$ cat config.mk
export PLATFORM = sky130hd
export DESIGN_NAME = shift_reg_reader
export DESIGN_NICKNAME = d
export VERILOG_FILES = /design/src/rtl/shift_reg_pkg.sv /design/src/rtl/shift_reg_reader.sv
export SDC_FILE = /design/constraint.sdc
export NUM_CORES = 1
export LEC_CHECK = 0
export CORE_ASPECT_RATIO = 1.25
export CORE_MARGIN = 10
export CORE_UTILIZATION = 42
export CTS_CLUSTER_DIAMETER = 200
export DETAILED_ROUTE_END_ITERATION = 16
export GPL_TIMING_DRIVEN = 0
export PLACE_DENSITY = 0.77
export SLEW_MARGIN = 20
export SYNTH_ARGS = -nofsm -noshare
export SYNTH_HDL_FRONTEND = slang
export SYNTH_SLANG_ARGS = --single-unit
$ cat constraint.sdc
create_clock -name clk -period 1.6 [get_ports clk]
set_input_delay 0.48 -clock clk [delete_from_list [all_inputs] [get_ports clk]]
set_output_delay 0.48 -clock clk [all_outputs]
set_load 0.01 [all_outputs]
$ cat src/rtl/shift_reg_pkg.sv
// Shared definitions for the 4-entry sample shift register and its read-side
// sequencer: window depth, address/fill widths and the sweep state encoding.
package shift_reg_pkg;

  localparam int DEPTH  = 4;
  localparam int ADDR_W = 2;
  localparam int FILL_W = 3;

  typedef enum logic {
    IDLE  = 1'b0,
    SWEEP = 1'b1
  } state_e;

endpackage : shift_reg_pkg

$ cat src/rtl/shift_reg_reader.sv
// Read-side sequencer for the sample shift register. Counts loaded samples,
// and once a full window exists, sweeps it oldest-first on every new load,
// streaming the words out on a valid/ready interface with a last marker.
// A load arriving mid-sweep restarts the sweep and pulses overrun.
module shift_reg_reader
  import shift_reg_pkg::*;
#(
  parameter int DATA_WIDTH = 12
) (
  input  logic                  clk,
  input  logic                  rst,
  input  logic                  load_in_sync,
  input  logic [DATA_WIDTH-1:0] fifo_r_data,
  output logic [ADDR_W-1:0]     fifo_r_address,
  output logic [DATA_WIDTH-1:0] out_data,
  output logic                  out_valid,
  input  logic                  out_ready,
  output logic                  out_last,
  output logic                  overrun,
  output logic                  busy
);

  localparam logic [FILL_W-1:0] FILL_FULL = FILL_W'(DEPTH);
  localparam logic [FILL_W-1:0] FILL_ARM  = FILL_W'(DEPTH - 1);
  localparam logic [ADDR_W-1:0] IDX_LAST  = ADDR_W'(DEPTH - 1);

  state_e                  state_q, state_d;
  logic [ADDR_W-1:0]       idx_q, idx_d;
  logic [FILL_W-1:0]       fill_q, fill_d;
  logic                    overrun_q, overrun_d;
  logic [DATA_WIDTH-1:0]   out_data_q, out_data_d;
  logic                    out_valid_q, out_valid_d;
  logic                    out_last_q, out_last_d;
  logic                    capture;

  // A word is taken from the register only when no shift is happening this
  // edge and the output stage is empty or being drained.
  assign capture = (state_q == SWEEP) && !load_in_sync &&
                   (!out_valid_q || out_ready);

  // Next-state logic for the sweep FSM, sweep position and fill counter.
  always_comb begin
    // NOTE: every signal gets a default before any branch, so no path can
    // leave it unassigned and infer a latch.
    state_d   = state_q;
    idx_d     = idx_q;
    fill_d    = fill_q;
    overrun_d = 1'b0;

    if (load_in_sync && (fill_q != FILL_FULL)) begin
      fill_d = fill_q + 1'b1;
    end

    unique case (state_q)
      IDLE: begin
        if (load_in_sync && (fill_q >= FILL_ARM)) begin
          state_d = SWEEP;
          idx_d   = '0;
        end
      end
      SWEEP: begin
        if (load_in_sync) begin
          // The window shifted under us: restart on the new window.
          idx_d     = '0;
          overrun_d = 1'b1;
        end else if (capture) begin
          idx_d = idx_q + 1'b1;
          if (idx_q == IDX_LAST) begin
            state_d = IDLE;
          end
        end
      end
      default: state_d = IDLE;
    endcase
  end

  // Next-state logic for the output holding stage.
  always_comb begin
    out_data_d  = out_data_q;
    out_valid_d = out_valid_q;
    out_last_d  = out_last_q;

    if (capture) begin
      out_data_d  = fifo_r_data;
      out_valid_d = 1'b1;
      out_last_d  = (idx_q == IDX_LAST);
    end else if (out_valid_q && out_ready) begin
      out_valid_d = 1'b0;
      out_last_d  = 1'b0;
    end
  end

  // FSM, sweep position and fill counter registers.
  always_ff @(posedge clk) begin
    // NOTE: sequential state uses non-blocking assignments so all flops
    // update together from values sampled before the edge.
    if (rst) begin
      state_q   <= IDLE;
      idx_q     <= '0;
      fill_q    <= '0;
      overrun_q <= 1'b0;
    end else begin
      state_q   <= state_d;
      idx_q     <= idx_d;
      fill_q    <= fill_d;
      overrun_q <= overrun_d;
    end
  end

  // Output stage registers; data and last hold until the word is accepted.
  always_ff @(posedge clk) begin
    if (rst) begin
      out_data_q  <= '0;
      out_valid_q <= 1'b0;
      out_last_q  <= 1'b0;
    end else begin
      out_data_q  <= out_data_d;
      out_valid_q <= out_valid_d;
      out_last_q  <= out_last_d;
    end
  end

  assign fifo_r_address = IDX_LAST - idx_q;
  assign out_data       = out_data_q;
  assign out_valid      = out_valid_q;
  assign out_last       = out_last_q;
  assign overrun        = overrun_q;
  assign busy           = (state_q == SWEEP);

endmodule : shift_reg_reader
# Yosys cells after proc, flatten, opt, wreduce, memory -nomap -nowiden
# Cells that the tools add are included.
dict set report totals {
  inputBits 16
  register_bits 21
  elab_cells 40
  out_inout_bits 18
}
dict set report op_classes {
  mux 13
  n_reduce_logical 11
  magnitude_cmp 1
  bitwise 1
  n_eq_ne 4
  addsub 3
}
# operator count
set ops {}
lappend ops {{two-way mux 1 bit} 8}
lappend ops {{two-way mux 2 bit} 3}
lappend ops {{logical AND 1 bit} 5}
lappend ops {{case mux 2 bit (2 select lines)} 1}
lappend ops {{adder 3 x 1 -> 3 bit (second input constant)} 1}
lappend ops {{>= comparator 3 x 2 -> 1 bit (second input constant)} 1}
lappend ops {{inequality test 3 x 2 -> 1 bit (second input constant)} 1}
lappend ops {{inequality test 3 bit (second input constant)} 1}
lappend ops {{adder 2 x 1 -> 2 bit (second input constant)} 1}
lappend ops {{== test 2 bit (second input constant)} 1}
lappend ops {{logical NOT 1 bit} 2}
lappend ops {{inequality test 2 bit (second input constant)} 1}
lappend ops {{case mux 1 bit (2 select lines)} 1}
lappend ops {{AND reduction 2 bit} 1}
lappend ops {{nonzero test 2 bit} 1}
lappend ops {{OR reduction 2 bit} 1}
lappend ops {{subtractor 2 bit (first input constant)} 1}
lappend ops {{logical OR 1 bit} 1}
lappend ops {{inverter 1 bit} 1}

# Longest topological paths before layout
# Gate-level depths: netlist (run 1).
dict set report logic_depth {
  ltp_word 6
  mapped_depth 5
  ltp_nobuf 5
}

# Worst setup path after synthesis (run 1)
# Ideal clock, no wire load.
dict set report synth_timing {
  path_type {reg2reg}
  start {reg fill_q[0]}
  end {reg idx_q[1]}
  period_less_slack_ns 1.422
  required_ns 1.526
  t_arrival_ns 1.347
  stages_incl_launch_ff 6
  setup_time_ns 0.074
  path_buffers 0
  setup_slack_ns 0.178
  path_cell_list {dfxtp_1 > ha_1 > ha_1 > a211o_1 > or3_1 > a31oi_1}
}
dict set report synth_between {
  elab_chain_cells 4
}
# element line_no
set synth_rtl {}
lappend synth_rtl {{from (decl)} shift_reg_reader.sv:29} ;# logic [FILL_W-1:0] fill_q, fill_d;
lappend synth_rtl {{from (signal assigned)} shift_reg_reader.sv:105} ;# fill_q <= fill_d;
lappend synth_rtl {{>= comparator 3 x 2 -> 1 bit} shift_reg_reader.sv:56} ;# if (load_in_sync && (fill_q >= FILL_ARM)) begin
lappend synth_rtl {{logical AND 1 bit} shift_reg_reader.sv:56}
lappend synth_rtl {{inequality test 2 bit (no line)} -}
lappend synth_rtl {{AND reduction 2 bit (no line)} -}
lappend synth_rtl {{to (signal assigned)} shift_reg_reader.sv:104} ;# idx_q <= idx_d;
lappend synth_rtl {{to (decl)} shift_reg_reader.sv:28} ;# logic [ADDR_W-1:0] idx_q, idx_d;
# No other way between the ends.
# A chain may end at the register's enable or synchronous reset.

# Final worst setup path (run 1)
# Same ends and word-level chain as after synthesis.

==> flow_summary_export.csv, run 1 <==
group,metric,value,unit
floorplan,initial_utilization,44.8,%
drt,drc,0,
placement,dp_hpwl,1870,µm
pwr,finalPower,0.940,mW
timing,worst_pin_slew,0.434,ns
worst_setup_path,crit_end,"idx_q[1]",
min_path,hold_class,"reg -> reg",
placement,place_congestion,0.739,
worst_setup_path,critPathCaptureType,"flip-flop",
clock_tree,postCtsSetupBuffers,0,
clock_tree,clkTransAtPathRegs,0.12,ns
clock_tree,clock-sinks,21,
worst_setup_path,critPathKind,"reg -> reg",
timing,fin_crit_sh,95.1,%
grt,grt_usage,10.8,%
synth,synth_cell_types,27,
pwr,power_density,744,nW/µm²
clock_tree,ctsHoldBuffers,0,
clock_tree,htree_levels,1,
pwr,power.leakage,0.550,nW
floorplan,dieArea,4430,µm²
timing,fin_hold_ws,0.477,ns
layout,fin_area,1260,µm²
synth,yosysWarnings,0,
layout,seqCellArea,425,µm²
drt,ant_nets,0,
worst_setup_path,rr_worst_depth,5,
clock_tree,cts_tree,"done",
pwr,vdd_drop_max,495,µV
clock_tree,cts-root-buf,"clkbuf_4",
timing,fin_tns_setup,0,ns
layout,final_layout_size_suffix_gt1_share,10.7,%
timing,setup_slack,0.0791,ns
synth,avgSynthCellArea,8.73,µm²
timing,fmax,657,MHz
floorplan,die_w,61.6,µm
drt,drt_pass1_iterations,4,
floorplan,die_h,72.0,µm
layout,final_common_cell,"dfxtp_1",
synth,synth.top_cell.area_share,46.3,%
synth,synth_seq_cells,21,
drt,wirelength,2350,µm
grt,grt_max_degree,12,
clock_tree,clockBufferDepth,2,
grt,antenna_found_initial,0,
grt,grt_pass1_vias,869,
clock_tree,cts_resized,20,
timing,relSlewSlack,71.1,%
grt,grt_pass1_wl,3900,µm
layout,area_delta_synth_final,39.0,%
synth,seq_area_frac_synth,46.3,%
drt,wl_per_cell,14.7,µm
drt,drtIter0Drc,22,
placement,pre_cts_ws,-0.209,ns
synth,synth_top_area_cell,"dfxtp_1",
worst_setup_path,worst_r2r_endpoint,"idx_q[1]",
placement,placed_cell_area,1250,µm²
floorplan,rows,18,
drt,vias,875,
worst_setup_path,crit_required,1.83,ns
synth,synth_area,908,µm²
worst_setup_path,startpoint,"fill_q[0]",
worst_setup_path,r2r_start,"fill_q[0]",
clock_tree,insertion_delay,0.30,ns
layout,multi_input_area,417,µm²
clock_tree,cts_made_buffers,3,
worst_setup_path,cp_max_fo,4,
timing,skew,0.00974,ns
grt,gr-total-overflow,0,
synth,synth_cells,104,
placement,io_buffers,32,
timing,final_hold_viol_count,0,
timing,finalSetupViolations,0,
layout,finalNetCount,161,
synth,syn_nets,124,
run_status,outcome,"completed",
drt,avgViaCountPerCell,5.47,
worst_setup_path,arrival,1.75,ns
synth,yosys-top-cells-area,"dfxtp_1 46%, a21oi_1 8.8%, nand3_1 7.7%, o21ai_0 7.2%, ha_1 5.5%",
timing,rsz0062_at_grt,"no",
worst_setup_path,startpoint_type,"flip-flop",
job,drv_cap,0,
timing,fin_crit,1.52,ns
timing,slew_viol_final,0,
floorplan,io_pins,34,
layout,final_cell_mix,"19 x dfxtp_1, 18 x dlygate4sd2_1, 16 x a21oi_1",
layout,diodes,0,
worst_setup_path,reg2reg_setup_slack,0.08,ns
layout,fillers,209,
floorplan,core,2030,µm²
## final cells by class
class	count	area share (%)
Buffer	8	3.57
Clock buffer	4	2.08
Inverter	7	2.08
Multi-Input combinational cell	68	33.0
Sequential cell	21	33.7
Tap cell	20	1.98
Timing Repair Buffer	32	23.6
## metal layers
metal | part of all wire [%] | GRT usage [%] | vias up
li1 | - | - | 436
met1 | 39 | 11.3 | 407
met2 | 52 | 20.5 | 32
met3 | 9.4 | 2.96 | 0
met4 | 0 | 2.24 | 0
met5 | 0 | 0 | -
## how the worst min path moves through the flow
stage | start | endpoint | slack (ns) | cells after the start
6_report | out_data[6] | out_data[6] | 0.48 | 2
5_1_grt | out_data[5] | out_data[5] | 0.51 | 2
4_1_cts | out_data[6] | out_data[6] | 0.48 | 2
3_5_place_dp | out_data[6] | out_data[6] | 0.47 | 2
3_3_place_gp | out_data[0] | out_data[0] | 0.46 | 2
2_1_floorplan | fill_q[2] | fill_q[2] | 0.48 | 2
## critical path, stage by stage, from the launching register on
cell and delay, ns:
dfxtp_2 0.36, ha_1 0.20, ha_1 0.17, a211o_1 0.27, or3_1 0.31, a31oi_1 0.12
## per-stage QoR
stage | instances | util, %
after floorplan | 104 | -
after global placement | 156 | 61.9
after detailed placement | 156 | 61.9
after CTS | 160 | 62.2
after global routing | 160 | 62.3
final | 160 | 62.3
## logic make-up after synthesis
group | count (synthesis) | share of synthesized area (%)
AOI/OAI and AO/OA | 37 | 22.9
xor gates and xnor gates | 1 | 0.964
adders and majority gates | 4 | 5.51
buffers and inverters | 15 | 7.85
DFF | 21 | 46.3
muxes | 1 | 1.10
and+or+nand+nor | 25 | 15.4
## where the power goes
group | leakage (nW) | internal, mW | total, mW | switching (mW)
Clock | 0.0150 | 0.0971 | 0.256 | 0.159
Combinational | 0.364 | 0.0722 | 0.129 | 0.0564
Sequential | 0.171 | 0.540 | 0.555 | 0.0153
## registers in the layout, summed over array words and instances (netlist names)
signal     cells
fill_q         3
idx_q          2
out_data      12
out_valid      1
busy           1
out_last       1
overrun        1
## synth_stat cells
| cell type | n |
|---|---|
| and3_1 | 1 |
| ha_1 | 4 |
| a31oi_1 | 1 |
| and2b_1 | 1 |
| nand2b_1 | 2 |
| a21oi_1 | 16 |
| o21ai_1 | 1 |
| o221a_2 | 1 |
| xnor2_1 | 1 |
| o21ai_0 | 13 |
| nand2b_4 | 1 |
| buf_2 | 4 |
| nor2_1 | 3 |
| buf_1 | 1 |
| buf_6 | 1 |
| nand3_1 | 14 |
| or3_1 | 1 |
| dfxtp_1 | 21 |
| a211o_1 | 2 |
| and2b_2 | 1 |
| mux2i_1 | 1 |
| nand2_1 | 1 |
| a21boi_1 | 1 |
| o211ai_1 | 1 |
| clkbuf_2 | 2 |
| inv_1 | 7 |
| a211oi_1 | 1 |
Power figures use the tool's default switching activity.
==> run 2: changes to the inputs <==
--- a/config.mk
+++ b/config.mk
@@ -5,6 +5,7 @@
 export SDC_FILE = /design/constraint.sdc
 export NUM_CORES = 1
 export LEC_CHECK = 0
+export ABC_AREA = 1
 export CORE_ASPECT_RATIO = 1.25
 export CORE_MARGIN = 10
 export CORE_UTILIZATION = 42
==> flow_summary_export.csv, run 2 <==
group,metric,value,unit
layout,final_common_cell,"nor2_1",
synth,synth_seq_cells,21,
job,drv_cap,0,
worst_setup_path,startpoint_type,"flip-flop",
layout,fillers,193,
synth,synth.top_cell.area_share,47.1,%
layout,seqCellArea,420,µm²
floorplan,dieArea,4380,µm²
grt,gr-total-overflow,0,
pwr,seqPwrFrac,56.5,%
worst_setup_path,critPathTopFamily,"flip-flops",
worst_setup_path,arrival,1.01,ns
layout,diodes,0,
floorplan,initial_utilization,44.5,%
drt,drc,0,
worst_setup_path,cp_cell_sequence,"inv_1 > dlygate4sd2_1",
synth,synth_edf_count,0,
run_status,outcome,"completed",
grt,antenna_found_initial,0,
clock_tree,clkTransAtPathRegs,0.11,ns
timing,relSlewSlack,84.2,%
worst_setup_path,crit_required,1.12,ns
synth,synth_top_area_cell,"dfxtp_1",
worst_setup_path,slowest_delay,0.37,ns
worst_setup_path,critPathSlowestCell,"dfxtp_1",
timing,final_hold_viol_count,0,
timing,setup_slack,0.106,ns
synth,yosys-top-cells-area,"dfxtp_1 47%, nor2_1 9.7%, o21ai_0 8.4%, nand2_1 6.3%, ha_1 5.6%",
worst_setup_path,cp_max_fo,3,
synth,async_flop_share,0,%
placement,place_congestion,0.756,
synth,seq_area_frac_synth,47.1,%
floorplan,die_w,61.2,µm
synth,synth_area,892,µm²
drt,wl_per_cell,12.6,µm
grt,grt_use_met2,18.4,%
worst_setup_path,cp_num_buf_inv,2,
layout,largest_register_ffs,12,
drt,drt_pass1_iterations,4,
drt,vias,827,
timing,rsz0062_at_grt,"no",
min_path,hold_class,"reg -> reg",
synth,synth_cells,111,
floorplan,rows,18,
layout,multi_input_area,388,µm²
clock_tree,postCtsSetupBuffers,0,
grt,use_met3,3.53,%
clock_tree,htree_levels,1,
drt,drtIter0Drc,20,
pwr,intPower,0.740,mW
grt,grt_pass1_wl,3800,µm
layout,finalNetCount,169,
worst_setup_path,critPathCaptureType,"output port",
timing,fin_crit,1.49,ns
grt,grt_max_degree,12,
timing,slew_viol_final,0,
clock_tree,ctsHoldBuffers,0,
layout,fin_area,1250,µm²
layout,final_layout_size_suffix_gt1_share,10.8,%
clock_tree,clock-sinks,21,
pwr,sw_frac_of_total,26.1,%
timing,fin_tns_setup,0,ns
placement,pre_cts_ws,-0.141,ns
timing,finalSetupViolations,0,
grt,grt_usage,10.9,%
clock_tree,insertion_delay,0.30,ns
layout,fin_cells,168,
pwr,finalPower,1.00,mW
pwr,power.leakage,0.575,nW
worst_setup_path,critPathKind,"reg -> out",
floorplan,core,2000,µm²
layout,post-route-util,62.4,%
synth,synthTopCellsByCount,"23 x nor2_1, 21 x dfxtp_1, 15 x nand2_1, 15 x o21ai_0, 10 x inv_1",
drt,ant_nets,0,
pwr,power_switching,0.261,mW
timing,fin_hold_ws,0.489,ns
synth,synth_cell_types,19,
grt,use_met1,11.9,%
pwr,clkPwrFrac,25.4,%
grt,grt-busiest-layer,"met2",
synth,yosysWarnings,0,
clock_tree,cts-root-buf,"clkbuf_4",
pwr,power_density,800,nW/µm²
placement,io_buffers,33,
clock_tree,cts_made_buffers,3,
drt,avgViaCountPerCell,4.92,
synth,yosys.cell_count.top_type,"nor2_1",
synth,syn_nets,131,
timing,worst_pin_slew,0.237,ns
floorplan,die_h,71.5,µm
clock_tree,clockBufferDepth,2,
synth,avgSynthCellArea,8.04,µm²
grt,grt_pass1_vias,888,
layout,final_cell_mix,"23 x nor2_1, 21 x dfxtp_1, 18 x dlygate4sd2_1",
clock_tree,cts_tree,"done",
placement,placed_cell_area,1250,µm²
placement,dp_cells,164,
pwr,combPwrFrac,18.2,%
pwr,vdd_drop_max,523,µV
floorplan,io_pins,34,
drt,wirelength,2110,µm
timing,fin_crit_sh,93.4,%
timing,fmax,669,MHz
placement,dp_hpwl,1680,µm
synth,ys.flop_type,"dfxtp_1",
layout,area_delta_synth_final,40.3,%
timing,skew,0.00403,ns
==> run 2: cell count changes in the layout (fill, tap and decap cells not counted), moves of 3 or more <==
cell     delta
nand2_1    +14
nor2_1     +20
nor2_2      +4
buf_2       -3
a21oi_1    -10
nand3_1    -12
inv_1       +3
==> run 2: path summary, 6_finish.rpt <==
path	depth (start not counted)	endpoint	slack [ns]	startpoint
worst min register to register	2	out_last	0.49	out_last
worst max register to register	8	idx_q[1]	0.29	fill_q[0]
worst min-delay path	2	out_last	0.49	out_last
worst max-delay path	2	fifo_r_address[0]	0.11	idx_q[0]
==> run 2: cells by family (layout without fill, tap and decap cells) <==
family | count (synthesis) | in the layout | synth area share, %
buf+inv | 15 | 52 | 9.40
fa+ha+maj | 4 | 4 | 5.61
simple gates | 50 | 50 | 26.1
compound gates | 21 | 21 | 11.8
flops | 21 | 21 | 47.1
==> run 2: power groups by stage <==
stage                     Clock [mW]  Combinational (mW)  Sequential [mW]
after floorplan                    0              0.0879            0.585
after global placement             0               0.191            0.577
after detailed placement           0               0.198            0.578
after CTS                      0.265               0.185            0.566
after global routing           0.283               0.210            0.570
final                          0.254               0.182            0.565
==> run 2: cell type report <==
type	instances	share of cell area, %
flip-flops and latches	21	33.6
multi-input cells	75	31.0
repair buffers	33	24.6
inverters	12	3.80
plain buffers	3	2.90
clock buffers	4	2.10
well taps	20	2.00
==> run 2: repair_timing <==
action | CTS | global route
gates resized for setup | 18 | 0
endpoints found under the hold margin | 0 | 0
setup endpoints to repair | 18 | 0
==> run 2: metal layers <==
layer | wire [µm] | vias up | share of wire, %
met2 | 1030 | 25 | 49
met3 | 179 | 4 | 8.5
met5 | 0 | - | 0
li1 | - | 425 | -
met1 | 882 | 373 | 42
met4 | 21 | 0 | 0.99
==> run 2: worst min-delay path, cell delays in order, from the launching register on <==
cell	delay, ns
dfxtp_1	0.34
nand3_2	0.07
a21oi_1	0.05
==> run 3: changes to the inputs <==
--- a/config.mk
+++ b/config.mk
@@ -6,13 +6,15 @@
 export NUM_CORES = 1
 export LEC_CHECK = 0
 export ABC_AREA = 1
+export CELL_PAD_IN_SITES_DETAIL_PLACEMENT = 0
+export CELL_PAD_IN_SITES_GLOBAL_PLACEMENT = 1
 export CORE_ASPECT_RATIO = 1.25
 export CORE_MARGIN = 10
-export CORE_UTILIZATION = 42
+export CORE_UTILIZATION = 30
 export CTS_CLUSTER_DIAMETER = 200
 export DETAILED_ROUTE_END_ITERATION = 16
 export GPL_TIMING_DRIVEN = 0
-export PLACE_DENSITY = 0.77
+export PLACE_DENSITY_LB_ADDON = 0.1
 export SLEW_MARGIN = 20
 export SYNTH_ARGS = -nofsm -noshare
 export SYNTH_HDL_FRONTEND = slang
==> flow_summary_export.csv, run 3 (synthesis results as in run 2) <==
group,metric,value,unit
grt,gr-total-overflow,0,
layout,finalNetCount,169,
grt,grt_pass1_wl,3550,µm
floorplan,rows,22,
min_path,whs_endpoint,"out_last",
timing,fin_crit,1.49,ns
drt,drt_pass1_iterations,4,
worst_setup_path,reg2reg_setup_slack,0.30,ns
worst_setup_path,critPathSlowestCell,"dfxtp_1",
placement,dp_hpwl,1700,µm
pwr,vdd_drop_max,449,µV
job,drv_cap,0,
worst_setup_path,arrival,1.01,ns
timing,rsz0062_at_grt,"no",
worst_setup_path,critPathKind,"reg -> out",
timing,fin_crit_sh,93.1,%
timing,worst_pin_slew,0.267,ns
timing,skew,0.00403,ns
timing,slew_viol_final,0,
layout,final_layout_size_suffix_gt1_share,10.8,%
timing,final_hold_viol_count,0,
grt,grt_max_degree,12,
worst_setup_path,worst_r2r_endpoint,"idx_q[1]",
clock_tree,cts-root-buf,"clkbuf_4",
drt,vias,783,
floorplan,die_w,68.8,µm
clock_tree,postCtsSetupBuffers,0,
worst_setup_path,cp_num_buf_inv,2,
floorplan,core,2890,µm²
layout,final_common_cell,"nor2_1",
timing,relSlewSlack,82.2,%
worst_setup_path,rr_worst_depth,8,
grt,grt_usage,8.24,%
grt,grt_pass1_vias,784,
floorplan,io_pins,34,
worst_setup_path,critPathTopFamily,"flip-flops",
drt,drc,0,
clock_tree,clock-sinks,21,
grt,antenna_found_initial,0,
clock_tree,cts_tree,"done",
drt,ant_nets,0,
clock_tree,htree_levels,1,
layout,fillers,311,
layout,fin_area,1270,µm²
drt,wl_per_cell,11.8,µm
clock_tree,clkTransAtPathRegs,0.11,ns
timing,fmax,671,MHz
layout,diodes,0,
worst_setup_path,critPathCaptureType,"output port",
worst_setup_path,startpoint,"idx_q[0]",
clock_tree,cts_made_buffers,3,
worst_setup_path,startpoint_type,"flip-flop",
floorplan,die_h,81.0,µm
clock_tree,clockBufferDepth,2,
run_status,outcome,"completed",
min_path,hp-start,"out_last",
floorplan,initial_utilization,30.9,%
worst_setup_path,crit_required,1.12,ns
pwr,power.leakage,0.575,nW
layout,area_delta_synth_final,42.5,%
placement,placed_cell_area,1270,µm²
worst_setup_path,cp_max_fo,3,
min_path,holdPathStages,2,
floorplan,dieArea,5570,µm²
min_path,hold_class,"reg -> reg",
worst_setup_path,cp_cell_sequence,"inv_1 > dlygate4sd2_1",
placement,place_congestion,0.742,
clock_tree,insertion_delay,0.30,ns
pwr,power_density,781,nW/µm²
worst_setup_path,r2r_start,"fill_q[0]",
drt,avgViaCountPerCell,4.26,
worst_setup_path,slowest_delay,0.37,ns
drt,wirelength,2170,µm
timing,finalSetupViolations,0,
layout,largest_register_ffs,12,
placement,io_buffers,33,
drt,drtIter0Drc,27,
layout,final_cell_mix,"23 x nor2_1, 21 x dfxtp_1, 18 x dlygate4sd2_1",
timing,fin_tns_setup,0,ns
run 3: final cells by class:
cell class	instances	area (µm²)	share of cell area, %
Tap cell	36	45.0	3.54
Sequential cell	21	420	33.1
Inverter	12	47.5	3.74
Multi-Input combinational cell	75	388	30.5
Clock buffer	4	26.3	2.07
Timing Repair Buffer	33	308	24.2
Buffer	3	36.3	2.85
run 3: worst max-delay path by stage:
| stage | endpoint | slack, ns | depth (start not counted) |
|---|---|---|---|
| floorplan | busy | 0.40 | 7 |
| global placement | out_data[6] | -0.16 | 5 |
| detailed placement | out_data[6] | -0.17 | 5 |
| CTS | fifo_r_address[0] | 0.09 | 2 |
| global route | out_data[6] | 0.02 | 5 |
| finish | fifo_r_address[0] | 0.11 | 2 |
run 3: worst min-delay path: cells and delay by family (launching register included):
kind / cells / cell delay (ns)
DFF: 1 / 0.33
and+or+nand+nor: 1 / 0.06
AOI/OAI and AO/OA: 1 / 0.05
run 3: timing repair:
| item | CTS | global route |
|---|---|---|
| hold buffers | 0 | 0 |
| resized for setup | 18 | 0 |
| endpoints found under the setup margin | 18 | 0 |
run 3: power by group:
part / internal, mW / switching (mW)
clock: 0.0970 / 0.152
combinational: 0.0919 / 0.0869
sequential: 0.550 / 0.0156
run 3: routing by layer:
layer  global-route usage [%]  routed length (µm)  up-vias
met2                     12.4                 989       23
met3                     3.86                 264        4
met4                     4.74                  37        0
met5                        0                   0        -
met1                     9.31                 877      334
li1                         -                   -      422
run 3: through the flow:
step                      hold slack [ns]  instances  utilization, %  setup WS, ns  total power, mW
after floorplan                     0.464        111               -         0.400            0.672
after global placement              0.462        180            43.9        -0.160            0.772
after detailed placement            0.463        180            43.9        -0.166            0.776
after CTS                           0.476        184            44.0        0.0902             1.01
after global routing                0.503        184            44.0        0.0203             1.06
final                               0.472        184            44.0         0.110            0.993
